`config.mk`:
```
export PLATFORM = sky130hd
export DESIGN_NAME = keypad_encoder
export DESIGN_NICKNAME = d
export VERILOG_FILES = /design/src/rtl/keypad_pkg.sv /design/src/rtl/sync_2ff.sv /design/src/rtl/keypad_encoder.sv
export SDC_FILE = /design/constraint.sdc
export NUM_CORES = 1
export LEC_CHECK = 0
export CAP_MARGIN = 20
export CORE_ASPECT_RATIO = 1.2
export CORE_MARGIN = 2
export CORE_UTILIZATION = 53
export CTS_CLUSTER_DIAMETER = 50
export CTS_CLUSTER_SIZE = 14
export DETAILED_ROUTE_END_ITERATION = 10
export GPL_ROUTABILITY_DRIVEN = 0
export GPL_TIMING_DRIVEN = 0
export PLACE_DENSITY = 0.8
export SETUP_SLACK_MARGIN = 0.05
export SKIP_CTS_REPAIR_TIMING = 1
export SYNTH_ARGS = -nofsm -noshare
export SYNTH_HDL_FRONTEND = slang
export SYNTH_HIERARCHICAL = 1
export SYNTH_SLANG_ARGS = --single-unit
```
`constraint.sdc`:
```
create_clock -name clk -period 2.2 [get_ports clk]
set_clock_uncertainty 0.05 [all_clocks]
set_input_delay 0.44 -clock clk [delete_from_list [all_inputs] [get_ports clk]]
set_output_delay 0.44 -clock clk [all_outputs]
set_load 0.01 [all_outputs]
```
`src/rtl/keypad_pkg.sv`:
```
// Shared keypad types and helpers: key geometry, encoder FSM states, priority/multi-press helpers.
package keypad_pkg;

  localparam int NKEYS = 16;
  localparam int KEY_W = 4;

  typedef enum logic [1:0] {
    StIdle,
    StDebounce,
    StHeld,
    StRelease
  } kp_state_e;

  function automatic logic [KEY_W-1:0] lowest_set_index(input logic [NKEYS-1:0] v);
    logic [KEY_W-1:0] idx;
    idx = '0;
    for (int i = NKEYS - 1; i >= 0; i--) begin
      if (v[i]) idx = KEY_W'(i);
    end
    return idx;
  endfunction

  // Clearing the lowest set bit leaves something only if two or more bits were set.
  function automatic logic popcount_gt1(input logic [NKEYS-1:0] v);
    return (v & (v - NKEYS'(1))) != '0;
  endfunction

endpackage

```
`src/rtl/sync_2ff.sv`:
```
// Two-flop synchronizer for a bus of independent level signals; async reset clears both stages.
module sync_2ff #(
  parameter int unsigned Width = 16
) (
  input  logic             clk,
  input  logic             rst,
  input  logic [Width-1:0] d,
  output logic [Width-1:0] q
);

  logic [Width-1:0] stage1_q;
  logic [Width-1:0] stage2_q;

  always_ff @(posedge clk or posedge rst) begin
    if (rst) begin
      stage1_q <= '0;
      stage2_q <= '0;
    end else begin
      stage1_q <= d;
      stage2_q <= stage1_q;
    end
  end

  assign q = stage2_q;

endmodule

```
`src/rtl/keypad_encoder.sv`:
```
// Debounced 16-cell keypad to 4-bit key event encoder with valid/ready output.
// Define KEYPAD_ENCODER_KEY_REPEAT_EN to re-emit the held key every REPEAT_CYCLES.
module keypad_encoder
  import keypad_pkg::*;
#(
  parameter int unsigned DEBOUNCE_CYCLES = 20000,
  parameter int unsigned REPEAT_CYCLES   = 5000000
) (
  input  logic             clk,
  input  logic             rst,
  input  logic [NKEYS-1:0] cells,
  input  logic             key_ready,
  output logic             key_valid,
  output logic [KEY_W-1:0] key,
  output logic             multi,
  output logic             busy
);

  localparam int unsigned MaxCycles = (DEBOUNCE_CYCLES > REPEAT_CYCLES) ?
                                      DEBOUNCE_CYCLES : REPEAT_CYCLES;
  localparam int unsigned CntW = $clog2(MaxCycles + 1);
  localparam logic [CntW-1:0] DebTerm = CntW'(DEBOUNCE_CYCLES - 1);

  logic [NKEYS-1:0] sync;
  kp_state_e        state_q, state_d;
  logic [NKEYS-1:0] latch_q, latch_d;
  logic [CntW-1:0]  cnt_q, cnt_d;
  logic             valid_q, valid_d;
  logic [KEY_W-1:0] key_q, key_d;
  logic             multi_q, multi_d;
  logic             emit;
  logic             load_key;

  sync_2ff #(
    .Width(NKEYS)
  ) u_sync (
    .clk(clk),
    .rst(rst),
    .d  (cells),
    .q  (sync)
  );

`ifdef KEYPAD_ENCODER_KEY_REPEAT_EN
  localparam logic [CntW-1:0] RepTerm = CntW'(REPEAT_CYCLES - 1);
  logic [CntW-1:0] rcnt_q, rcnt_d;

  always_ff @(posedge clk or posedge rst) begin
    if (rst) rcnt_q <= '0;
    else     rcnt_q <= rcnt_d;
  end
`endif

  always_comb begin
    state_d  = state_q;
    latch_d  = latch_q;
    cnt_d    = cnt_q;
    emit     = 1'b0;
    load_key = 1'b0;
`ifdef KEYPAD_ENCODER_KEY_REPEAT_EN
    rcnt_d   = '0;
`endif
    unique case (state_q)
      StIdle: begin
        cnt_d = '0;
        if (sync != '0) begin
          latch_d = sync;
          state_d = StDebounce;
        end
      end
      StDebounce: begin
        if (sync == '0) begin
          cnt_d   = '0;
          state_d = StIdle;
        end else if (sync != latch_q) begin
          latch_d = sync;
          cnt_d   = '0;
        end else if (cnt_q < DebTerm) begin
          cnt_d = cnt_q + CntW'(1);
        end else if (!valid_q) begin
          // Terminal count with a free output slot; otherwise stall with cnt held.
          emit     = 1'b1;
          load_key = 1'b1;
          cnt_d    = '0;
          state_d  = StHeld;
        end
      end
      StHeld: begin
        if (sync == '0) begin
          cnt_d   = '0;
          state_d = StRelease;
        end
`ifdef KEYPAD_ENCODER_KEY_REPEAT_EN
        else if (rcnt_q == RepTerm) begin
          if (!valid_q) emit = 1'b1;
          else          rcnt_d = rcnt_q;
        end else begin
          rcnt_d = rcnt_q + CntW'(1);
        end
`endif
      end
      StRelease: begin
        if (sync != '0) begin
          cnt_d   = '0;
          state_d = StHeld;
        end else if (cnt_q == DebTerm) begin
          cnt_d   = '0;
          state_d = StIdle;
        end else begin
          cnt_d = cnt_q + CntW'(1);
        end
      end
      default: state_d = StIdle;
    endcase
  end

  always_comb begin
    valid_d = valid_q;
    key_d   = key_q;
    multi_d = multi_q;
    if (emit) begin
      valid_d = 1'b1;
    end else if (valid_q && key_ready) begin
      valid_d = 1'b0;
    end
    if (load_key) begin
      key_d   = lowest_set_index(latch_q);
      multi_d = popcount_gt1(latch_q);
    end
  end

  always_ff @(posedge clk or posedge rst) begin
    if (rst) begin
      state_q <= StIdle;
      latch_q <= '0;
      cnt_q   <= '0;
      valid_q <= 1'b0;
      key_q   <= '0;
      multi_q <= 1'b0;
    end else begin
      state_q <= state_d;
      latch_q <= latch_d;
      cnt_q   <= cnt_d;
      valid_q <= valid_d;
      key_q   <= key_d;
      multi_q <= multi_d;
    end
  end

  assign key_valid = valid_q;
  assign key       = key_q;
  assign multi     = multi_q;
  assign busy      = (state_q != StIdle);

endmodule

```
==> metrics, run 1 <==
Syn Inst Count=352; worst reg2reg setup slack=-230 ps; Worst-Margin Slew=about 650 ps; Syn Area/Cell=roughly 11 sq um; I/O Pins=26; R2R depth=9; Clock Latency Late Sink=between 300 and 400 ps; Yosys cell types=54; max_slew headroom=between 50% and 60%; vias in the first global route=~2.6k; xor-xnor portion of the synthesized cell area=5.33%; Crit path required time=2380 ps; CTS tree=done; crit end category=register; die footprint=around 0.0078 sq mm; Post-DRT Antenna Nets=0; Final Setup Violations=29; Final Hold Viols=0; Synth Flop Type=dfrtp_1; maximum vdd drop=roughly 0.56 mV; Worst Path Arrival=2610 ps; Setup CP Type=reg -> reg; drt wl/cell=~18 microns; H-tree Lvls=3; fin cells=between 500 and 600; DRT Wirelength=9100 microns; vias per cell=roughly 6; total internal power=between 0.002 and 0.003 W; Synth-to-Final Area Change=29.5%; critical path launch point type=register; DR vias=a little over 3k; Post-synth EDFFs=0; Leak=~2.0 nW; outcome=finished, violations left; fmax=approximately 0.41 GHz; Flop pwr share=44.3%; async set-or-reset flop fraction in the synthesized netlist=100%; crit path time final=2430 ps; yosys warns=6; Die Ht=just under 100 microns; DR DRC count=0; #FFs+latches synth=79; Combinational Power Share=between 30% and 40%; DIE WIDTH=a little over 80 microns; Netlist Area Pre-Place=approximately 0.0038 sq mm; clock root buffer=clkbuf_8; initial core utilization=between 50% and 60%; Max-cap violations=0; syn nets=around 370; max-slew violation count=0; fraction of layout cells with a size suffix above 1=approximately 30%; Max clock buf depth=2; largest net degree at the start of global routing=33; commonest non-fill, non-tap cell in the layout=dfrtp_1; drt pass-1 iters=5; total grt overflow=0; DRT iter0 DRCs=290; commonest non-fill, non-tap cells in the layout=71 x dfrtp_1, 24 x nand2_1, 24 x clkdlybuf4s50_1; net switching power=~0.0016 W; Port Buffers=25; worst r2r dst=cnt_q[5]; clk slew on worst S/H paths=90 ps; Synth Area in Simple Gates=between 15 and 20%; Max Fanout on Critical Path=8; nets=431; RSZ-0062 raised after global routing=true; core area=approximately 0.007 sq mm; fin crit share=110%; clk sinks=79; mux cell area share after synthesis=between 6 and 7%; FILL cells=roughly 450; Power Density=about 900 mW/mm^2; first-pass GRT wire length=12700 microns; Synth Area in Adders=less than 1%; worst hold path class=reg -> reg; Detailed Place HPWL=roughly 5500 microns; violated checks=negative setup slack; Diodes inserted=0; Inserted Clock Buffers=9; largest family of logic cells by synthesized area=simple AND/OR/NAND/NOR gates; # placed instances=between 400 and 500; post-route worst setup slack=-226 ps; GRT Total Usage=21.7%; initial antenna violation count=0; critical path endpoint=cnt_q[5]; Total Neg Setup Slack=-3880 ps; R2R Path Start=cnt_q[10]; CP startpoint=cnt_q[10]; Synth Area in Compound Gates=approximately an eighth; sequential fraction of the synthesis area=a little over half; switch share=between 30 and 40%; site row count=33; overall power=0.00436 W; Clock power frac=a little under a quarter
-- sequential cells by signal, indices dropped and copies added, names as in the netlist, named ones only --
| name | count |
|---|---|
| state_q | 1 |
| key_valid | 1 |
| cnt_q | 23 |
| multi | 1 |
| latch_q | 16 |
| u_sync/q | 16 |
| key | 4 |
| u_sync/stage1_q | 16 |
-- power groups by stage --
stage	clock, W	sequential (W)	combinational [W]
6_report	0.00103	0.00194	0.00140
5_1_grt	0.00112	0.00196	0.00150
4_1_cts	0.00105	0.00179	0.00114
3_5_place_dp	0	0.00182	0.00113
3_3_place_gp	0	0.00181	0.00108
2_1_floorplan	0	0.00178	0.000893
-- cell families after synthesis --
family / after synthesis
and+or+nand+nor: 128
muxes: 21
xor gates and xnor gates: 23
buffers and inverters: 35
AOI/OAI and AO/OA: 64
DFF: 79
adders and majority gates: 2
-- synth_stat cells, drive strengths merged, types with 2 or more instances --
cell | count | area, sq um
nand2 | 28 | 108
a211oi | 3 | 22.5
and3 | 3 | 18.8
a31oi | 14 | 87.6
o311ai | 2 | 17.5
a21oi | 9 | 45.0
nor2b | 2 | 12.5
mux2 | 21 | 236
o2111ai | 2 | 17.5
nand3b | 5 | 37.5
o31ai | 2 | 15.0
o41ai | 3 | 60.1
or2 | 2 | 12.5
nand4 | 16 | 106
clkbuf | 7 | 26.3
xor2 | 18 | 158
and2 | 5 | 31.3
nor4 | 16 | 119
or3 | 2 | 12.5
nand3 | 19 | 95.1
dfrtp | 79 | 1980
xnor2 | 5 | 43.8
buf | 15 | 103
o21ai | 14 | 70.1
nor3 | 5 | 25.0
nor2 | 19 | 71.3
inv | 13 | 48.8
o211ai | 2 | 15.0
and4 | 4 | 35.0
a41oi | 2 | 17.5
-- layout make-up --
class	count	area, sq um	share of cell area, %
flip-flops and latches	79	1990	40.6
repair buffers	54	554	11.3
clock buffers	10	138	2.81
well taps	87	109	2.23
clock inverters	6	50.0	1.02
multi-input cells	238	1860	38.1
plain buffers	16	141	2.89
inverters	13	48.8	0.998
-- critical path, cell delays in order (launching register included) --
cell and delay, ps:
dfrtp_1 440, and2_1 140, buf_2 190, nand3_1 220, o311ai_4 410, o41ai_4 160
buf_6 180, buf_6 130, a311oi_1 320, a21oi_1 80
-- routing by layer --
layer  routed length [microns]  share of wire, %  vias to the layer above  GRT usage, %
met2                      4570                50                      151          33.8
met3                       579               6.4                       22          4.37
met1                      3780                41                     1522          29.3
met5                         0                 0                        -             0
li1                          -                 -                     1404             -
met4                       176               1.9                        0          9.60
-- per-stage QoR --
step	hold slack (ps)	util, %	worst slack [ps]	cell area (sq um)
final	295	71.4	-226	4890
after global routing	311	71.4	-293	4890
after CTS	302	63.8	-428	4370
after detailed placement	285	61.1	-425	4190
after global placement	282	60.8	-399	4170
after floorplan	281	-	36.6	3810
-- worst min path at each step --
stage / from / to / cells past startpoint
final: u_sync/stage1_q[1] / u_sync/q[1] / 0
after global routing: u_sync/stage1_q[9] / u_sync/q[9] / 0
after CTS: u_sync/stage1_q[1] / u_sync/q[1] / 0
after detailed placement: u_sync/stage1_q[6] / u_sync/q[6] / 0
after global placement: u_sync/stage1_q[4] / u_sync/q[4] / 0
after floorplan: u_sync/stage1_q[0] / u_sync/q[0] / 0
No activity file was read; power rests on OpenSTA's default activity.
==> run 2: changes to the inputs <==
==> constraint.sdc (replaced) <==
create_clock -name clk -period 2.2 [get_ports clk]
set_clock_uncertainty 0.05 [all_clocks]
set_input_delay 0.44 -clock clk [delete_from_list [all_inputs] [get_ports clk]]
set_output_delay 0.44 -clock clk [all_outputs]
set_load 0.05 [all_outputs]
==> metrics, run 2 (synthesis results as in run 1) <==
Detailed Place HPWL=5560 microns (was 5490 microns); number of flip-flops under the largest register name=23 (unchanged); Worst Path Arrival=2690 ps (was 2610 ps); Die Ht=96.5 microns (unchanged); Clock Latency Late Sink=370 ps (was 350 ps); fmax=0.404 GHz (was 0.412 GHz); DRT Wirelength=9530 microns (was 9100 microns); CTS tree=done (unchanged); total grt overflow=0 (unchanged); WP buf/inv=2 (was 3); max_slew headroom=63.6% (was 56.2%); post-route worst setup slack=-276 ps (was -226 ps); Max-cap violations=0 (unchanged); largest net degree at the start of global routing=35 (was 33); fin crit share=113% (was 110%); commonest non-fill, non-tap cells in the layout=72 x dfrtp_1, 24 x clkdlybuf4s50_1, 20 x mux2_2 (was 71 x dfrtp_1, 24 x nand2_1, 24 x clkdlybuf4s50_1); worst hold path class=reg -> reg (unchanged); met2 WL=4680 microns (was 4570 microns); clock root buffer=clkbuf_8 (unchanged); Diodes inserted=0 (unchanged); design area=0.00486 sq mm (was 0.00489 sq mm); crit path time final=2480 ps (was 2430 ps); initial core utilization=55.1% (unchanged); DR DRC count=0 (unchanged); critical path launch point type=register (unchanged); clk sinks=79 (unchanged); Worst-Margin Slew=541 ps (was 651 ps); fraction of layout cells with a size suffix above 1=30.9% (was 30.8%); nets=423 (was 431); FILL cells=459 (was 446); outcome=finished, violations left (unchanged); crit end category=register (unchanged); Critical Path Max Stage Delay=490 ps (was 440 ps); sequential standard cell area=0.00199 sq mm (about the same); dpl ws=-355 ps (was -425 ps); vias per cell=6.40 (was 6.16); H-tree Lvls=3 (unchanged); Leak=2.00 nW (about the same); Synth-to-Final Area Change=28.8% (was 29.5%); net switching power=0.00157 W (was 0.00156 W); Post-Place Cell Area=0.00419 sq mm (about the same); Flop pwr share=45.3% (was 44.3%); DRT iter0 DRCs=399 (was 290); DIE WIDTH=81.1 microns (unchanged); maximum vdd drop=0.583 mV (was 0.564 mV); final core occ=70.9% (was 71.4%); Setup CP Type=reg -> reg (unchanged); initial antenna violation count=0 (unchanged); Power Density=879 mW/mm^2 (was 892 mW/mm^2); max-slew violation count=0 (unchanged); Post-DRT Antenna Nets=0 (unchanged); CP max stage cell=dfrtp_1 (unchanged); Inserted Clock Buffers=9 (unchanged); routed length on met1=3910 microns (was 3780 microns); Max clock buf depth=2 (unchanged); critical path's top delay family=simple AND/OR/NAND/NOR gates (was compound AO/OA/AOI/OAI gates); crit path cell chain=xor2_1 -> nor4_2 -> nand4_2 -> o41ai_4 -> buf_6 -> clkbuf_16 -> nand4_1 -> o311ai_4 (was and2_1 -> buf_2 -> nand3_1 -> o311ai_4 -> o41ai_4 -> buf_6 -> buf_6 -> a311oi_1 -> a21oi_1); clk slew on worst S/H paths=80 ps (was 90 ps); violated checks=negative setup slack (unchanged); I/O Pins=26 (unchanged); RSZ-0062 raised after global routing=true (unchanged); Clock power frac=24.6% (was 23.6%); met3 WL=663 microns (was 579 microns); Crit path required time=2420 ps (was 2380 ps); Final Setup Violations=44 (was 29); Min Hold Slack=303 ps (was 295 ps); Largest Register=cnt_q (unchanged); Combinational Power Share=30.1% (was 32.0%); GRT Total Usage=22.6% (was 21.7%); Port Buffers=25 (unchanged); DR top layer=met4 (unchanged); Multi-input gate area=0.00188 sq mm (was 0.00186 sq mm); switch share=36.6% (was 35.8%); drt pass-1 iters=5 (unchanged); site row count=33 (unchanged); first-pass GRT wire length=13400 microns (was 12700 microns); commonest non-fill, non-tap cell in the layout=dfrtp_1 (unchanged); core area=0.00685 sq mm (unchanged); total internal power=0.00271 W (was 0.00280 W); vias in the first global route=2815 (was 2597); DR vias=3166 (was 3099); die footprint=0.00782 sq mm (unchanged); drt wl/cell=19.2 microns (was 18.1 microns); Final Hold Viols=0 (unchanged); Max Fanout on Critical Path=7 (was 8)
==> run 2: cell count changes in the layout (fill, tap and decap cells not counted), moves of 3 or more <==
| cell | delta |
|---|---|
| buf_4 | -9 |
| nand2_4 | +3 |
| nand2_2 | +4 |
| nand2_1 | -7 |
| nor4_2 | +3 |
==> run 2: worst paths after layout <==
path / end / depth (start not counted) / startpoint / slack (ps)
worst max-delay path: cnt_q[17] / 8 / latch_q[15] / -280
worst min-delay path: u_sync/q[13] / 0 / u_sync/stage1_q[13] / 300
worst max register to register: cnt_q[17] / 8 / latch_q[15] / -280
worst min register to register: u_sync/q[13] / 0 / u_sync/stage1_q[13] / 300
max in group asynchronous: key_valid / 3 / rst / 1250
min in group asynchronous: u_sync/stage1_q[3] / 2 / rst / 310
==> run 2: power groups by stage <==
stage / registers (W) / clock network, W / logic, W
after detailed placement: 0.00182 / 0 / 0.00114
after floorplan: 0.00178 / 0 / 0.000895
after global routing: 0.00196 / 0.00112 / 0.00138
after CTS: 0.00180 / 0.00106 / 0.00114
final: 0.00194 / 0.00105 / 0.00128
after global placement: 0.00181 / 0 / 0.00108
==> run 2: layer usage <==
metal | GRT usage [%] | up-vias
met5 | 0 | -
met1 | 29.3 | 1551
li1 | - | 1398
met2 | 36.2 | 183
met4 | 11.4 | 0
met3 | 4.37 | 34
==> run 2: area by class of cell <==
cell class | count | share of cell area (%)
Sequential cell | 79 | 40.8
Multi-Input combinational cell | 238 | 38.7
Timing Repair Buffer | 45 | 10.3
Buffer | 17 | 3.01
Clock buffer | 10 | 2.83
Tap cell | 87 | 2.24
Inverter | 13 | 1.06
Clock inverter | 6 | 1.03
==> run 2: metrics by stage <==
| stage | instances | power (W) | TNS, ps |
|---|---|---|---|
| 5_1_grt | 495 | 0.00447 | -13670 |
| 2_1_floorplan | 352 | 0.00267 | 0 |
| 3_5_place_dp | 466 | 0.00296 | -10430 |
| 3_3_place_gp | 464 | 0.00289 | -27630 |
| 6_report | 495 | 0.00427 | -6950 |
| 4_1_cts | 482 | 0.00400 | -11770 |
==> run 3: changes to the inputs <==
--- a/config.mk
+++ b/config.mk
@@ -15,6 +15,7 @@
 export GPL_ROUTABILITY_DRIVEN = 0
 export GPL_TIMING_DRIVEN = 0
 export PLACE_DENSITY = 0.8
+export REMOVE_ABC_BUFFERS = 1
 export SETUP_SLACK_MARGIN = 0.05
 export SKIP_CTS_REPAIR_TIMING = 1
 export SYNTH_ARGS = -nofsm -noshare
==> metrics, run 3 (synthesis results as in run 1) <==
vias per cell=6.77 (was 6.40); Diodes inserted=0 (unchanged); first-pass GRT wire length=12600 microns (was 13400 microns); DR top layer=met4 (unchanged); largest net degree at the start of global routing=34 (was 35); critical path launch point type=register (unchanged); fin crit share=117% (was 113%); drt pass-1 iters=8 (was 5); crit end category=register (unchanged); DRT iter0 DRCs=399 (unchanged); Max Fanout on Critical Path=6 (was 7); crit path time final=2560 ps (was 2480 ps); DRT Wirelength=11000 microns (was 9530 microns); clk sinks=79 (unchanged); H-tree Lvls=3 (unchanged); nets=429 (was 423); outcome=finished, violations left (unchanged); CP max stage cell=dfrtp_2 (was dfrtp_1); number of flip-flops under the largest register name=23 (unchanged); post-route worst setup slack=-364 ps (was -276 ps); fmax=0.390 GHz (was 0.404 GHz); met2 WL=5390 microns (was 4680 microns); max-slew violation count=0 (unchanged); Largest Register=cnt_q (unchanged); Inserted Clock Buffers=9 (unchanged); R2R depth=9 (was 8); FILL cells=408 (was 459); total grt overflow=0 (unchanged); Max clock buf depth=2 (unchanged); CTS tree=done (unchanged); DIE WIDTH=81.1 microns (unchanged); routed length on met1=3990 microns (was 3910 microns); DR DRC count=0 (unchanged); crit path cell chain=xor2_1 -> nor4_2 -> nand4_2 -> o41ai_4 -> buf_6 -> buf_8 -> buf_12 -> nand3b_1 -> a31oi_1 (was xor2_1 -> nor4_2 -> nand4_2 -> o41ai_4 -> buf_6 -> clkbuf_16 -> nand4_1 -> o311ai_4); Clock Latency Late Sink=350 ps (was 370 ps); Setup CP Type=reg -> reg (unchanged); RSZ-0062 raised after global routing=true (unchanged); DR vias=3393 (was 3166); Crit path required time=2410 ps (was 2420 ps); Worst Path Arrival=2770 ps (was 2690 ps); worst hold path class=reg -> reg (unchanged); Worst-Margin Slew=499 ps (was 541 ps); worst reg2reg setup slack=-360 ps (was -280 ps); clk slew on worst S/H paths=90 ps (was 80 ps); Final Setup Violations=45 (was 44); Final Hold Viols=0 (unchanged); fraction of layout cells with a size suffix above 1=39.6% (was 30.9%); max_slew headroom=66.7% (was 63.6%); core area=0.00685 sq mm (unchanged); maximum vdd drop=0.555 mV (was 0.583 mV); Post-DRT Antenna Nets=0 (unchanged); Die Ht=96.5 microns (unchanged); Detailed Place HPWL=5090 microns (was 5560 microns); clock root buffer=clkbuf_8 (unchanged); Leak=2.04 nW (was 2.00 nW); initial core utilization=55.1% (unchanged); initial antenna violation count=0 (unchanged); violated checks=negative setup slack (unchanged); fin cells=501 (was 495); critical path's top delay family=simple AND/OR/NAND/NOR gates (unchanged); I/O Pins=26 (unchanged); Crit path depth=9 (was 8); commonest non-fill, non-tap cells in the layout=59 x dfrtp_1, 25 x buf_4, 24 x clkdlybuf4s50_1 (was 72 x dfrtp_1, 24 x clkdlybuf4s50_1, 20 x mux2_2); # placed instances=445 (was 466); Hold Path Depth=0 (unchanged); Max-cap violations=0 (unchanged); Critical Path Max Stage Delay=450 ps (was 490 ps); overall power=0.00443 W (was 0.00427 W); commonest non-fill, non-tap cell in the layout=dfrtp_1 (unchanged); site row count=33 (unchanged); met3 WL=878 microns (was 663 microns); Port Buffers=25 (unchanged); vias in the first global route=2717 (was 2815); Power Density=867 mW/mm^2 (was 879 mW/mm^2); drt wl/cell=22.0 microns (was 19.2 microns); GRT Total Usage=21.3% (was 22.6%); Synth-to-Final Area Change=35.2% (was 28.8%); WP buf/inv=3 (was 2); die footprint=0.00782 sq mm (unchanged)
==> run 3: changes by cell type in the layout (fill, tap and decap cells not counted), moves of 3 or more <==
cell / before / now
a31oi_1: 13 / 9
buf_4: 9 / 25
dfrtp_2: 7 / 19
o21ai_1: 5 / 0
dfrtp_1: 72 / 59
nand2_2: 8 / 3
nand2_1: 17 / 22
o21ai_2: 2 / 7
buf_2: 8 / 0
a31oi_4: 0 / 4
nor4_4: 3 / 6
nand3_1: 18 / 11
nand3_2: 1 / 7
==> run 3: path summary, 6_finish.rpt <==
path | to | start
max in group asynchronous | latch_q[3] | rst
min in group asynchronous | u_sync/q[13] | rst
worst min-delay path | u_sync/q[5] | u_sync/stage1_q[5]
worst max-delay path | cnt_q[10] | latch_q[4]
worst min register to register | u_sync/q[5] | u_sync/stage1_q[5]
worst max register to register | cnt_q[10] | latch_q[4]
==> run 3: power by group <==
group          switching [W]  internal (W)
clock network       0.000567      0.000459
logic               0.000683      0.000647
registers           0.000407       0.00166
==> run 3: per-layer routing <==
| layer | global-route usage, % | vias up |
|---|---|---|
| met5 | 0 | - |
| met4 | 11.2 | 0 |
| met1 | 27.2 | 1649 |
| met3 | 4.28 | 85 |
| met2 | 34.2 | 251 |
| li1 | - | 1408 |
==> run 3: area by class of cell <==
cell class                      count  area, sq um  area share (%)
Multi-Input combinational cell    238         2040            40.0
Sequential cell                    79         2000            39.3
Timing Repair Buffer               68          697            13.7
Clock buffer                       10          138            2.70
Tap cell                           87          109            2.13
Inverter                           13         61.3            1.20
Clock inverter                      6         51.3            1.00
==> run 3: metrics by stage <==
stage          utilization, %  TNS, ps  hold WS (ps)  cell area (sq um)  setup slack [ps]
2_1_floorplan               -   -21480           281               3650             -1110
3_3_place_gp             58.5   -67910           284               4010             -2050
3_5_place_dp             59.3   -18990           285               4060              -745
4_1_cts                  62.0   -20470           301               4250              -797
5_1_grt                  74.5   -10500           306               5100              -415
6_report                 74.5    -8140           294               5100              -364
